===== src/rtl/ifetch_buf_if.sv =====
// ifetch_buf_if: instruction-memory request/response and decode handshake bundle for ifetch_buf
interface ifetch_buf_if #(
    parameter int ADDR_W = 32,
    parameter int INST_W = 32
) ();
    logic              rom_req_o;
    logic [ADDR_W-1:0] rom_addr_o;
    logic              rom_gnt_i;
    logic              rom_rvalid_i;
    logic [INST_W-1:0] rom_rdata_i;
    logic              jump_en_i;
    logic [ADDR_W-1:0] jump_addr_i;
    logic              inst_valid_o;
    logic              inst_ready_i;
    logic [INST_W-1:0] inst_o;
    logic [ADDR_W-1:0] inst_addr_o;

    modport master (
        output rom_req_o, rom_addr_o, inst_valid_o, inst_o, inst_addr_o,
        input  rom_gnt_i, rom_rvalid_i, rom_rdata_i, jump_en_i, jump_addr_i, inst_ready_i
    );

    modport slave (
        input  rom_req_o, rom_addr_o, inst_valid_o, inst_o, inst_addr_o,
        output rom_gnt_i, rom_rvalid_i, rom_rdata_i, jump_en_i, jump_addr_i, inst_ready_i
    );
endinterface


===== src/rtl/ifetch_buf.sv =====
// ifetch_buf: PC generator, instruction-memory request port and in-order prefetch FIFO with stall and redirect handling
module ifetch_buf #(
    parameter int                ADDR_W   = 32,
    parameter int                INST_W   = 32,
    parameter int                DEPTH    = 4,
    parameter logic [ADDR_W-1:0] RESET_PC = '0,
    parameter logic [ADDR_W-1:0] PC_STEP  = ADDR_W'(4)
) (
    input  logic         clk,
    input  logic         rst_n,
    ifetch_buf_if.master bus
);
    localparam int PTR_W = $clog2(DEPTH);
    localparam int CNT_W = PTR_W + 1;

    logic [ADDR_W-1:0] r_pc;
    logic [ADDR_W-1:0] r_addr [DEPTH];
    logic [INST_W-1:0] r_data [DEPTH];
    logic [DEPTH-1:0]  r_filled;
    logic [PTR_W-1:0]  r_head, r_tail, r_fptr;
    logic [CNT_W-1:0]  r_alloc, r_infl, r_drop;

    logic [CNT_W:0]    w_sum;
    logic              w_req, w_alloc, w_drop, w_fill, w_valid, w_pop;

    // Responses still owed to flushed fetches occupy slots until they return
    assign w_sum   = {1'b0, r_alloc} + {1'b0, r_drop};
    assign w_req   = rst_n && !bus.jump_en_i && (w_sum < (CNT_W+1)'(DEPTH));
    assign w_alloc = w_req && bus.rom_gnt_i;
    assign w_drop  = bus.rom_rvalid_i && (r_drop != '0);
    assign w_fill  = bus.rom_rvalid_i && (r_drop == '0) && (r_infl != '0);
    assign w_valid = (r_alloc != '0) && r_filled[r_head];
    assign w_pop   = w_valid && bus.inst_ready_i;

    assign bus.rom_req_o    = w_req;
    assign bus.rom_addr_o   = r_pc;
    assign bus.inst_valid_o = w_valid;
    assign bus.inst_o       = w_valid ? r_data[r_head] : '0;
    assign bus.inst_addr_o  = w_valid ? r_addr[r_head] : '0;

    always_ff @(posedge clk or negedge rst_n) begin
        if (!rst_n) begin
            r_pc     <= RESET_PC;
            r_head   <= '0;
            r_tail   <= '0;
            r_fptr   <= '0;
            r_filled <= '0;
            r_alloc  <= '0;
            r_infl   <= '0;
            r_drop   <= '0;
        end else if (bus.jump_en_i) begin
            r_pc     <= bus.jump_addr_i;
            r_head   <= '0;
            r_tail   <= '0;
            r_fptr   <= '0;
            r_filled <= '0;
            r_alloc  <= '0;
            r_infl   <= '0;
            r_drop   <= r_drop + r_infl - CNT_W'(w_drop | w_fill);
        end else begin
            if (w_alloc) begin
                r_pc             <= r_pc + PC_STEP;
                r_tail           <= r_tail + PTR_W'(1);
                r_filled[r_tail] <= 1'b0;
            end
            if (w_fill) begin
                r_fptr           <= r_fptr + PTR_W'(1);
                r_filled[r_fptr] <= 1'b1;
            end
            if (w_pop)
                r_head <= r_head + PTR_W'(1);
            if (w_drop)
                r_drop <= r_drop - CNT_W'(1);
            r_alloc <= r_alloc + CNT_W'(w_alloc) - CNT_W'(w_pop);
            r_infl  <= r_infl + CNT_W'(w_alloc) - CNT_W'(w_fill);
        end
    end

    // Payload storage needs no reset: validity is carried by r_filled and r_alloc
    always_ff @(posedge clk) begin
        if (w_alloc)
            r_addr[r_tail] <= r_pc;
        if (w_fill)
            r_data[r_fptr] <= bus.rom_rdata_i;
    end
endmodule


===== src/flat_wrapper.sv =====
// flat-port wrapper written by rule: the top's interface ports become plain ports
module ifetch_buf_flat 
#(
    parameter int                ADDR_W   = 32,
    parameter int                INST_W   = 32,
    parameter int                DEPTH    = 4,
    parameter logic [ADDR_W-1:0] RESET_PC = '0,
    parameter logic [ADDR_W-1:0] PC_STEP  = ADDR_W'(4)
)
  (clk, rst_n, bus_rom_req_o, bus_rom_addr_o, bus_inst_valid_o, bus_inst_o, bus_inst_addr_o, bus_rom_gnt_i, bus_rom_rvalid_i, bus_rom_rdata_i, bus_jump_en_i, bus_jump_addr_i, bus_inst_ready_i);
  ifetch_buf_if #(.ADDR_W(ADDR_W), .INST_W(INST_W)) bus_i ();
  input  logic clk;
  input  logic rst_n;
  output wire logic [$bits(bus_i.rom_req_o)-1:0] bus_rom_req_o;
  output wire logic [$bits(bus_i.rom_addr_o)-1:0] bus_rom_addr_o;
  output wire logic [$bits(bus_i.inst_valid_o)-1:0] bus_inst_valid_o;
  output wire logic [$bits(bus_i.inst_o)-1:0] bus_inst_o;
  output wire logic [$bits(bus_i.inst_addr_o)-1:0] bus_inst_addr_o;
  input wire logic [$bits(bus_i.rom_gnt_i)-1:0] bus_rom_gnt_i;
  input wire logic [$bits(bus_i.rom_rvalid_i)-1:0] bus_rom_rvalid_i;
  input wire logic [$bits(bus_i.rom_rdata_i)-1:0] bus_rom_rdata_i;
  input wire logic [$bits(bus_i.jump_en_i)-1:0] bus_jump_en_i;
  input wire logic [$bits(bus_i.jump_addr_i)-1:0] bus_jump_addr_i;
  input wire logic [$bits(bus_i.inst_ready_i)-1:0] bus_inst_ready_i;
  assign bus_rom_req_o = bus_i.rom_req_o;
  assign bus_rom_addr_o = bus_i.rom_addr_o;
  assign bus_inst_valid_o = bus_i.inst_valid_o;
  assign bus_inst_o = bus_i.inst_o;
  assign bus_inst_addr_o = bus_i.inst_addr_o;
  assign bus_i.rom_gnt_i = bus_rom_gnt_i;
  assign bus_i.rom_rvalid_i = bus_rom_rvalid_i;
  assign bus_i.rom_rdata_i = bus_rom_rdata_i;
  assign bus_i.jump_en_i = bus_jump_en_i;
  assign bus_i.jump_addr_i = bus_jump_addr_i;
  assign bus_i.inst_ready_i = bus_inst_ready_i;
  ifetch_buf #(.ADDR_W(ADDR_W), .INST_W(INST_W), .DEPTH(DEPTH), .RESET_PC(RESET_PC), .PC_STEP(PC_STEP)) u_core (.clk(clk), .rst_n(rst_n), .bus(bus_i));
endmodule

===== config.mk =====
export PLATFORM = sky130hd
export DESIGN_NAME = ifetch_buf_flat
export DESIGN_NICKNAME = d
export VERILOG_FILES = /design/src/rtl/ifetch_buf_if.sv /design/src/rtl/ifetch_buf.sv /design/src/flat_wrapper.sv
export SDC_FILE = /design/constraint.sdc
export NUM_CORES = 1
export LEC_CHECK = 0
export ABC_AREA = 1
export CAP_MARGIN = 20
export CORE_MARGIN = 5
export CORE_UTILIZATION = 45
export CTS_CLUSTER_DIAMETER = 50
export DETAILED_ROUTE_END_ITERATION = 10
export HOLD_SLACK_MARGIN = 0.05
export PLACE_DENSITY = 0.67
export SETUP_SLACK_MARGIN = 0.15
export SLEW_MARGIN = 0
export SYNTH_ARGS = -nofsm -noshare
export SYNTH_HDL_FRONTEND = slang
export SYNTH_SLANG_ARGS = --single-unit

===== constraint.sdc =====
create_clock -name clk -period 3.92 [get_ports clk]
set_input_delay 0.784 -clock clk [delete_from_list [all_inputs] [get_ports clk]]
set_output_delay 0.784 -clock clk [all_outputs]
set_load 0.01 [all_outputs]

==> flow_summary.yaml, run 1 <==
cts:
  htreeDepth: 1
  clock_sinks: 307
  cts-buffers-inserted: 31
  cts_hold_buf: 0
  tritoncts: "yes"
  path_clk_slew_ns: 0.07
  clk_path_buf_depth: 3
  root_buffer: "clkbuf_16"
  insertion_delay_ns: 0.56
  cts_setup_buffers: 0
final_layout:
  fin_nets: 1572
  area_growth_pct: 21.8
  drive_gt1_share_pct: 8.91
  n_antenna_cell: 0
  fin_util_pct: 55.2
  finalNonFillerCells: 1900
worst_setup_path:
  crit_fanout: 38
  worstPathRequired_ns: 3.14
  startpoint_type: "register"
  critPathCaptureType: "primary output"
  cp.arrival_ns: 2.78
  r2r_start: "u_core.r_drop[0]"
  r2r_slack_ns: 1.41
  r2r_end: "u_core.r_drop[2]"
  critPathKind: "register to primary output"
  r2r_cells: 14
power:
  p_seq_share_pct: 47.8
  netSwitchingFraction_pct: 28.0
  power_density_mw_per_mm2: 491
  clkPwrFrac_pct: 34.6
  p_comb_share_pct: 17.7
  internal_power_mw: 5.94
  ir_worst_vdd_uv: 340
  p_sw_mw: 2.31
  leakagePower_nw: 6.21
timing:
  tightest_slew_ns: 0.834
  maxSlewViolCount: 0
  hold_viol_final: 0
  setup_violations: 0
  period_needed_ns: 3.57
  clock.fmax_mhz: 280
  clock-skew-final_ns: 0.0268
  fin_hold_ws_ns: 0.467
  tns_ns: 0
  timing.final.crit_share_pct: 91.0
  slew_headroom_pct: 44.4
  worst_slack_ns: 0.353
  rsz0062_at_grt: "no"
place:
  place_ws_ns: 0.761
  place_hpwl_um: 19900
  place.gp.congestion: 0.855
  place_inst: 1842
  io_buffer_count: 167
synthesis:
  ys_warn_count: 0
  avgSynthCellArea_um2: 10.4
  netlist_area_mm2: 0.0138
  synth_cells: 1324
  ys_ff_latch: 307
  yosysTopAreaCellShare_pct: 55.7
  synth_edf_count: 256
  synth_ff_type: "edfxtp_1"
  ys_top_cells_by_count: "nor2_1 (324), edfxtp_1 (256), nand2_1 (229)"
  syn-num-nets: 1417
  seq_area_frac_synth_pct: 65.0
  synthArstFlopShare_pct: 16.6
  ys_types: 30
  yosys-top-cells-area: "edfxtp_1 (56%), dfrtp_1 (9.3%), nor2_1 (8.8%)"
  synth_top_cell_by_area: "edfxtp_1"
  yosysMostFrequentCell: "nor2_1"
floorplanning:
  initial_core_util_pct: 45.3
  die_h_um: 185
  die_w_um: 185
  core_area_mm2: 0.0304
  rows: 64
  dieArea_mm2: 0.0343
  ios: 168
route:
  highest_layer: "met4"
  dr_wl_met3_um: 2050
  initialDrtViolationCount: 598
  drc: 0
  firstDrtPassIters: 6
  postRouteAntennaNets: 0
  vias_per_cell: 5.10
  wire_per_inst_um: 17.0
  met2_length_um: 15600
  via_count: 9681
  routed_wl_um: 32300
  met1_length_um: 14200
job:
  drv_cap: 0
global_routing:
  grt_pass1_vias: 9597
  grt_usage_pct: 18.6
  grt_max_degree: 129
  overflow: 0
  grt_pass1_wl_um: 50400
  antenna_found_initial: 0
min_path:
  hold_class: "input pin to async pin"
run_status:
  status: "complete, no violations"
[registers in the layout (all words and copies together), names as in the netlist]
signal / flops
u_core.r_addr: 128
u_core.r_data: 128
u_core.bus.rom_addr_o: 32
u_core.r_filled: 4
u_core.r_alloc: 3
u_core.r_drop: 3
u_core.r_infl: 3
u_core.r_fptr: 2
u_core.r_head: 2
u_core.r_tail: 2
[power groups by stage]
stage	Sequential (mW)	Combinational (mW)	Clock [mW]
3_5_place_dp	4.00	1.46	0
6_report	3.94	1.46	2.85
3_3_place_gp	4.00	1.44	0
5_1_grt	3.96	1.65	3.04
4_1_cts	3.94	1.47	2.91
2_1_floorplan	3.93	0.929	0
[how the worst max path moves through the flow]
stage | startpoint | endpoint | slack (ns) | cells past startpoint
final | u_core.r_head[0] | bus_inst_o[23] | 0.35 | 8
after global routing | u_core.r_head[0] | bus_inst_addr_o[4] | 0.22 | 5
after CTS | u_core.r_head[0] | bus_inst_o[23] | 0.15 | 8
after detailed placement | u_core.r_head[0] | bus_inst_o[23] | 0.76 | 8
after global placement | u_core.r_head[0] | bus_inst_o[23] | 0.81 | 8
after floorplan | bus_jump_en_i | u_core.r_addr[0][0] | 0.66 | 7
[through the flow]
stage	instance area (um2)	power, mW
floorplan	13800	4.86
CTS	16800	8.32
global placement	15800	5.44
global route	16800	8.65
finish	16800	8.25
detailed placement	15800	5.47
[layer usage]
metal,track usage (%),vias to the layer above
li1,-,4760
met1,25.6,4605
met2,31.6,279
met3,2.89,37
met4,3.85,0
met5,0,-
[layout by cell type, fill, tap and decap left out, types with 2 or more instances in the layout]
cell type        instances
inv_6                    4
a21oi_2                 49
dfrtp_1                 49
o21ai_1                  2
clkinv_2                 6
xnor2_1                 10
inv_1                   70
clkbuf_1                 7
buf_4                   16
o21bai_1                 3
ha_1                    20
nand3_1                 55
a21oi_1                 23
buf_2                    2
edfxtp_1               256
buf_6                    2
nor2_4                   6
xor2_1                   6
bufinv_16                3
nand2_2                  2
clkbuf_16               31
inv_2                    4
nand2_1                228
o21ai_0                143
fa_1                     3
clkdlybuf4s50_1        165
nor2_1                 320
clkinv_1                 7
[kinds of logic (layout without fill, tap and decap cells)]
group	after synthesis	in the layout	synth area share [%]
XOR/XNOR	16	16	1.02
AO/OA/AOI/OAI	222	222	9.48
flip-flops	307	307	65.0
AND/OR/NAND/NOR	616	616	17.6
adder cells (fa/ha/maj)	23	23	2.25
buffers and inverters	140	320	4.63
[critical path, cell delays in order (launching register included)]
cell,delay [ns]
dfrtp_4,0.51
nor2_1,0.07
nor2_1,0.11
o21ai_1,0.08
nand2_1,0.17
nand2_8,0.27
buf_4,0.31
a21oi_2,0.13
clkdlybuf4s50_1,0.55
[what timing repair did]
action | 4_1_cts | 5_1_grt
hold endpoints to repair | 0 | 0
setup endpoints to repair | 0 | 37
gates resized for setup | 0 | 3
[area by class of cell]
type / instances / area [um2]
tap: 396 / 495
timing repair buffer: 186 / 1820
fill: 2642 / 13600
inverter: 76 / 289
clock buffer: 38 / 802
sequential: 307 / 8970
multi-input combinational: 877 / 4240
clock inverter: 20 / 181
No activity file was read; power rests on OpenSTA's default activity.
==> inputs of run 2 (changes only) <==
CORE_ASPECT_RATIO = 1.4   (was unset)
==> flow_summary.yaml, run 2 (same netlist as run 1, synthesis figures left out) <==
run_status:
  status: "complete, no violations"
floorplanning:
  initial_core_util_pct: 45.2
  die_w_um: 158
  die_h_um: 217
  dieArea_mm2: 0.0343
  rows: 76
  core_area_mm2: 0.0305
  ios: 168
timing:
  tightest_slew_ns: 0.832
  maxSlewViolCount: 0
  hold_viol_final: 0
  slew_headroom_pct: 44.5
  period_needed_ns: 3.57
  tns_ns: 0
  clock.fmax_mhz: 280
  timing.final.crit_share_pct: 91.0
  rsz0062_at_grt: "no"
  clock-skew-final_ns: 0.0108
  setup_violations: 0
worst_setup_path:
  startpoint_type: "register"
  timing.critical_path.buf_inv: 2
  cp.arrival_ns: 2.78
  critPathCaptureType: "primary output"
  crit_fanout: 127
  worst_path_largest_cell_delay_ns: 0.54
  critPathKind: "register to primary output"
  path_common_cell: "nor2_1"
  worstPathRequired_ns: 3.14
  cp_slowest_cell: "clkdlybuf4s50_1"
  crit_path_cell_trace: "buf_12 -> nor2_1 -> nor2_1 -> o21ai_0 -> a21oi_2 -> clkdlybuf4s50_1"
  critical_path.top_delay_family: "buffers and inverters"
job:
  drv_cap: 0
place:
  place_hpwl_um: 20900
  place.gp.congestion: 0.872
  io_buffer_count: 167
  place_area_mm2: 0.0158
global_routing:
  antenna_found_initial: 0
  grt_max_degree: 129
  grt_usage_pct: 19.2
  grt_pass1_wl_um: 51900
  overflow: 0
  grt_pass1_vias: 9688
route:
  postRouteAntennaNets: 0
  routed_wl_um: 33300
  wire_per_inst_um: 17.6
  initialDrtViolationCount: 658
  drc: 0
  firstDrtPassIters: 5
  vias_per_cell: 5.13
  via_count: 9683
final_layout:
  final_common_cell: "nor2_1"
  n_antenna_cell: 0
  fin_nets: 1570
  area_growth_pct: 21.8
  drive_gt1_share_pct: 8.81
  final_cell_mix: "nor2_1 (320), edfxtp_1 (256), nand2_1 (228)"
  n_fill_cell: 2588
  design_area_mm2: 0.0168
  fin_util_pct: 55.0
cts:
  clock_sinks: 307
  tritoncts: "yes"
  root_buffer: "clkbuf_16"
  clk_path_buf_depth: 3
  cts-buffers-inserted: 29
  path_clk_slew_ns: 0.06
  htreeDepth: 1
  ctsResizeCount: 0
  cts_hold_buf: 0
  cts_setup_buffers: 0
  insertion_delay_ns: 0.53
power:
  p_comb_share_pct: 18.2
  p_sw_mw: 2.27
  netSwitchingFraction_pct: 27.5
  clkPwrFrac_pct: 34.2
  p_seq_share_pct: 47.6
  power_density_mw_per_mm2: 491
  ir_worst_vdd_uv: 306
  internal_power_mw: 5.98
  leakagePower_nw: 6.22
min_path:
  hold_class: "register to register"
## run 2: cell count changes in the layout (fill, tap and decap cells not counted), sizes merged
| cell | before | now |
|---|---|---|
| clkbuf | 38 | 42 |
| clkinv | 13 | 6 |
| bufinv | 3 | 4 |
| inv | 79 | 76 |
## run 2: power groups by stage
stage               Clock [mW]  Combinational [mW]  Sequential (mW)
finish                    2.82                1.50             3.93
floorplan                    0               0.929             3.93
global placement             0                1.49             3.99
CTS                       2.88                1.52             3.93
detailed placement           0                1.51             4.00
global route              3.02                1.68             3.95
## run 2: layout make-up
cell class / count / area [um2] / area share, %
Clock buffer: 42 / 805 / 4.79
Clock inverter: 11 / 164 / 0.976
Inverter: 76 / 289 / 1.72
Multi-Input combinational cell: 877 / 4230 / 25.2
Sequential cell: 307 / 8970 / 53.4
Tap cell: 390 / 488 / 2.91
Timing Repair Buffer: 186 / 1850 / 11.0
## run 2: stage by stage
step | std cells | hold slack (ns) | worst slack [ns] | power, mW
floorplan | 1324 | 0.487 | 0.662 | 4.86
global placement | 1836 | 0.515 | 0.924 | 5.48
detailed placement | 1836 | 0.523 | 0.890 | 5.51
CTS | 1889 | 0.534 | 0.323 | 8.33
global route | 1889 | 0.581 | 0.232 | 8.66
finish | 1889 | 0.524 | 0.352 | 8.25
## run 2: final timing paths
kind,start,endpoint,slack [ns],cells past startpoint
worst min-delay path,u_core.r_fptr[0],u_core.r_fptr[0],0.52,1
worst max register to register,u_core.r_drop[2],u_core.r_infl[2],1.42,11
worst min register to register,u_core.r_fptr[0],u_core.r_fptr[0],0.52,1
max in group asynchronous,rst_n,u_core.r_head[0],2.80,2
worst max-delay path,u_core.r_head[0],bus_inst_addr_o[13],0.35,6
min in group asynchronous,rst_n,u_core.bus.rom_addr_o[28],0.55,2
## run 2: worst reg2reg max path, cell delays in order, from the launching register on
cell	delay [ns]
dfrtp_1	0.45
ha_1	0.33
nor2_1	0.10
nand2_1	0.10
nor2_4	0.16
nand2_4	0.27
inv_2	0.18
ha_1	0.15
inv_1	0.05
fa_1	0.37
o21ai_0	0.17
a21oi_1	0.06
## run 2: layer usage
metal	track usage (%)	wire, um
met1	23.9	13200
met2	34.3	17200
met3	2.29	1830
met4	6.34	1090
met5	0	0
==> inputs of run 3 (changes only) <==
CORE_MARGIN = unset   (was 5)
==> flow_summary.yaml, run 3 (same netlist as run 1, synthesis figures left out) <==
run_status:
  status: "complete, no violations"
min_path:
  hold_class: "input pin to async pin"
cts:
  ctsResizeCount: 0
  cts-buffers-inserted: 29
  htreeDepth: 1
  cts_hold_buf: 0
  tritoncts: "yes"
  root_buffer: "clkbuf_16"
  cts_setup_buffers: 0
  path_clk_slew_ns: 0.06
  insertion_delay_ns: 0.54
  clock_sinks: 307
  clk_path_buf_depth: 3
final_layout:
  area_growth_pct: 21.6
  final_common_cell: "nor2_1"
  final_cell_mix: "nor2_1 (320), edfxtp_1 (256), nand2_1 (228)"
  drive_gt1_share_pct: 9.38
  fin_nets: 1575
  n_antenna_cell: 0
timing:
  period_needed_ns: 3.59
  rsz0062_at_grt: "no"
  tns_ns: 0
  tightest_slew_ns: 0.730
  timing.final.crit_share_pct: 91.6
  slew_headroom_pct: 51.4
  setup_violations: 0
  maxSlewViolCount: 0
  clock-skew-final_ns: 0.00993
  clock.fmax_mhz: 278
  hold_viol_final: 0
route:
  wire_per_inst_um: 17.1
  routed_wl_um: 32300
  initialDrtViolationCount: 442
  vias_per_cell: 5.13
  via_count: 9698
  postRouteAntennaNets: 0
  firstDrtPassIters: 5
  drc: 0
worst_setup_path:
  r2r_slack_ns: 1.38
  critPathKind: "register to primary output"
  cp.arrival_ns: 2.81
  crit_fanout: 28
  critPathCaptureType: "primary output"
  worstPathRequired_ns: 3.14
  r2r_end: "u_core.r_drop[2]"
  r2r_start: "u_core.r_drop[0]"
  r2r_cells: 14
  startpoint_type: "register"
global_routing:
  grt_max_degree: 85
  grt_pass1_vias: 9873
  met3_usage_pct: 2.18
  grt-busiest-layer: "met2"
  grt_usage_pct: 21.2
  use_met1_pct: 25.7
  antenna_found_initial: 0
  overflow: 0
  grt_pass1_wl_um: 51100
  use_met2_pct: 37.7
job:
  drv_cap: 0
floorplanning:
  dieArea_mm2: 0.0314
  die_w_um: 150
  rows: 75
  initial_core_util_pct: 45.9
  die_h_um: 209
  core_area_mm2: 0.0300
  ios: 168
power:
  power_density_mw_per_mm2: 483
  finalPower_mw: 8.10
  ir_worst_vdd_uv: 306
  leakagePower_nw: 6.23
place:
  place_hpwl_um: 21000
  io_buffer_count: 167
  place.gp.congestion: 0.861
run 3: area by class of cell:
class | count | area, um2
flip-flops and latches | 307 | 8970
multi-input cells | 877 | 4230
repair buffers | 191 | 1870
clock buffers | 43 | 860
clock inverters | 10 | 68.8
well taps | 385 | 482
fillers | 2638 | 13300
inverters | 76 | 289
run 3: critical path, cell delays in order, from the launching register on:
cell             delay (ns)
dfrtp_4                0.58
inv_2                  0.07
nor2_1                 0.11
o21ai_1                0.08
nand2_1                0.12
nand2_4                0.30
a21oi_1                0.38
clkdlybuf4s50_1        0.61
run 3: layer usage:
metal | vias to the layer above | part of all wire [%]
met5 | - | 0
met4 | 0 | 3.4
met3 | 56 | 4.9
met2 | 280 | 52
met1 | 4613 | 40
li1 | 4749 | -
run 3: worst max-delay path by stage:
stage | startpoint | end | slack (ns)
floorplan | bus_jump_en_i | u_core.r_addr[0][0] | 0.66
finish | u_core.r_head[1] | bus_inst_addr_o[10] | 0.33
global placement | u_core.r_head[0] | bus_inst_addr_o[4] | 0.82
CTS | u_core.r_head[1] | bus_inst_o[27] | 0.22
detailed placement | u_core.r_head[1] | bus_inst_o[27] | 0.82
global route | u_core.r_head[0] | bus_inst_o[30] | 0.15
run 3: through the flow:
stage                     cell area, um2  hold WS (ns)  setup slack, ns  std cells  util, %
final                              16800         0.526            0.328       1889     55.8
after global routing               16800         0.552            0.149       1889     55.8
after CTS                          16800         0.528            0.219       1889     55.8
after detailed placement           15800         0.522            0.816       1836     52.7
after global placement             15800         0.510            0.824       1836     52.7
after floorplan                    13800         0.487            0.662       1324        -
run 3: power breakdown:
group / total (mW) / leakage (nW) / internal (mW) / switching, mW
clock: 2.68 / 0.459 / 1.52 / 1.16
combinational: 1.48 / 2.82 / 0.584 / 0.897
sequential: 3.94 / 2.95 / 3.71 / 0.223
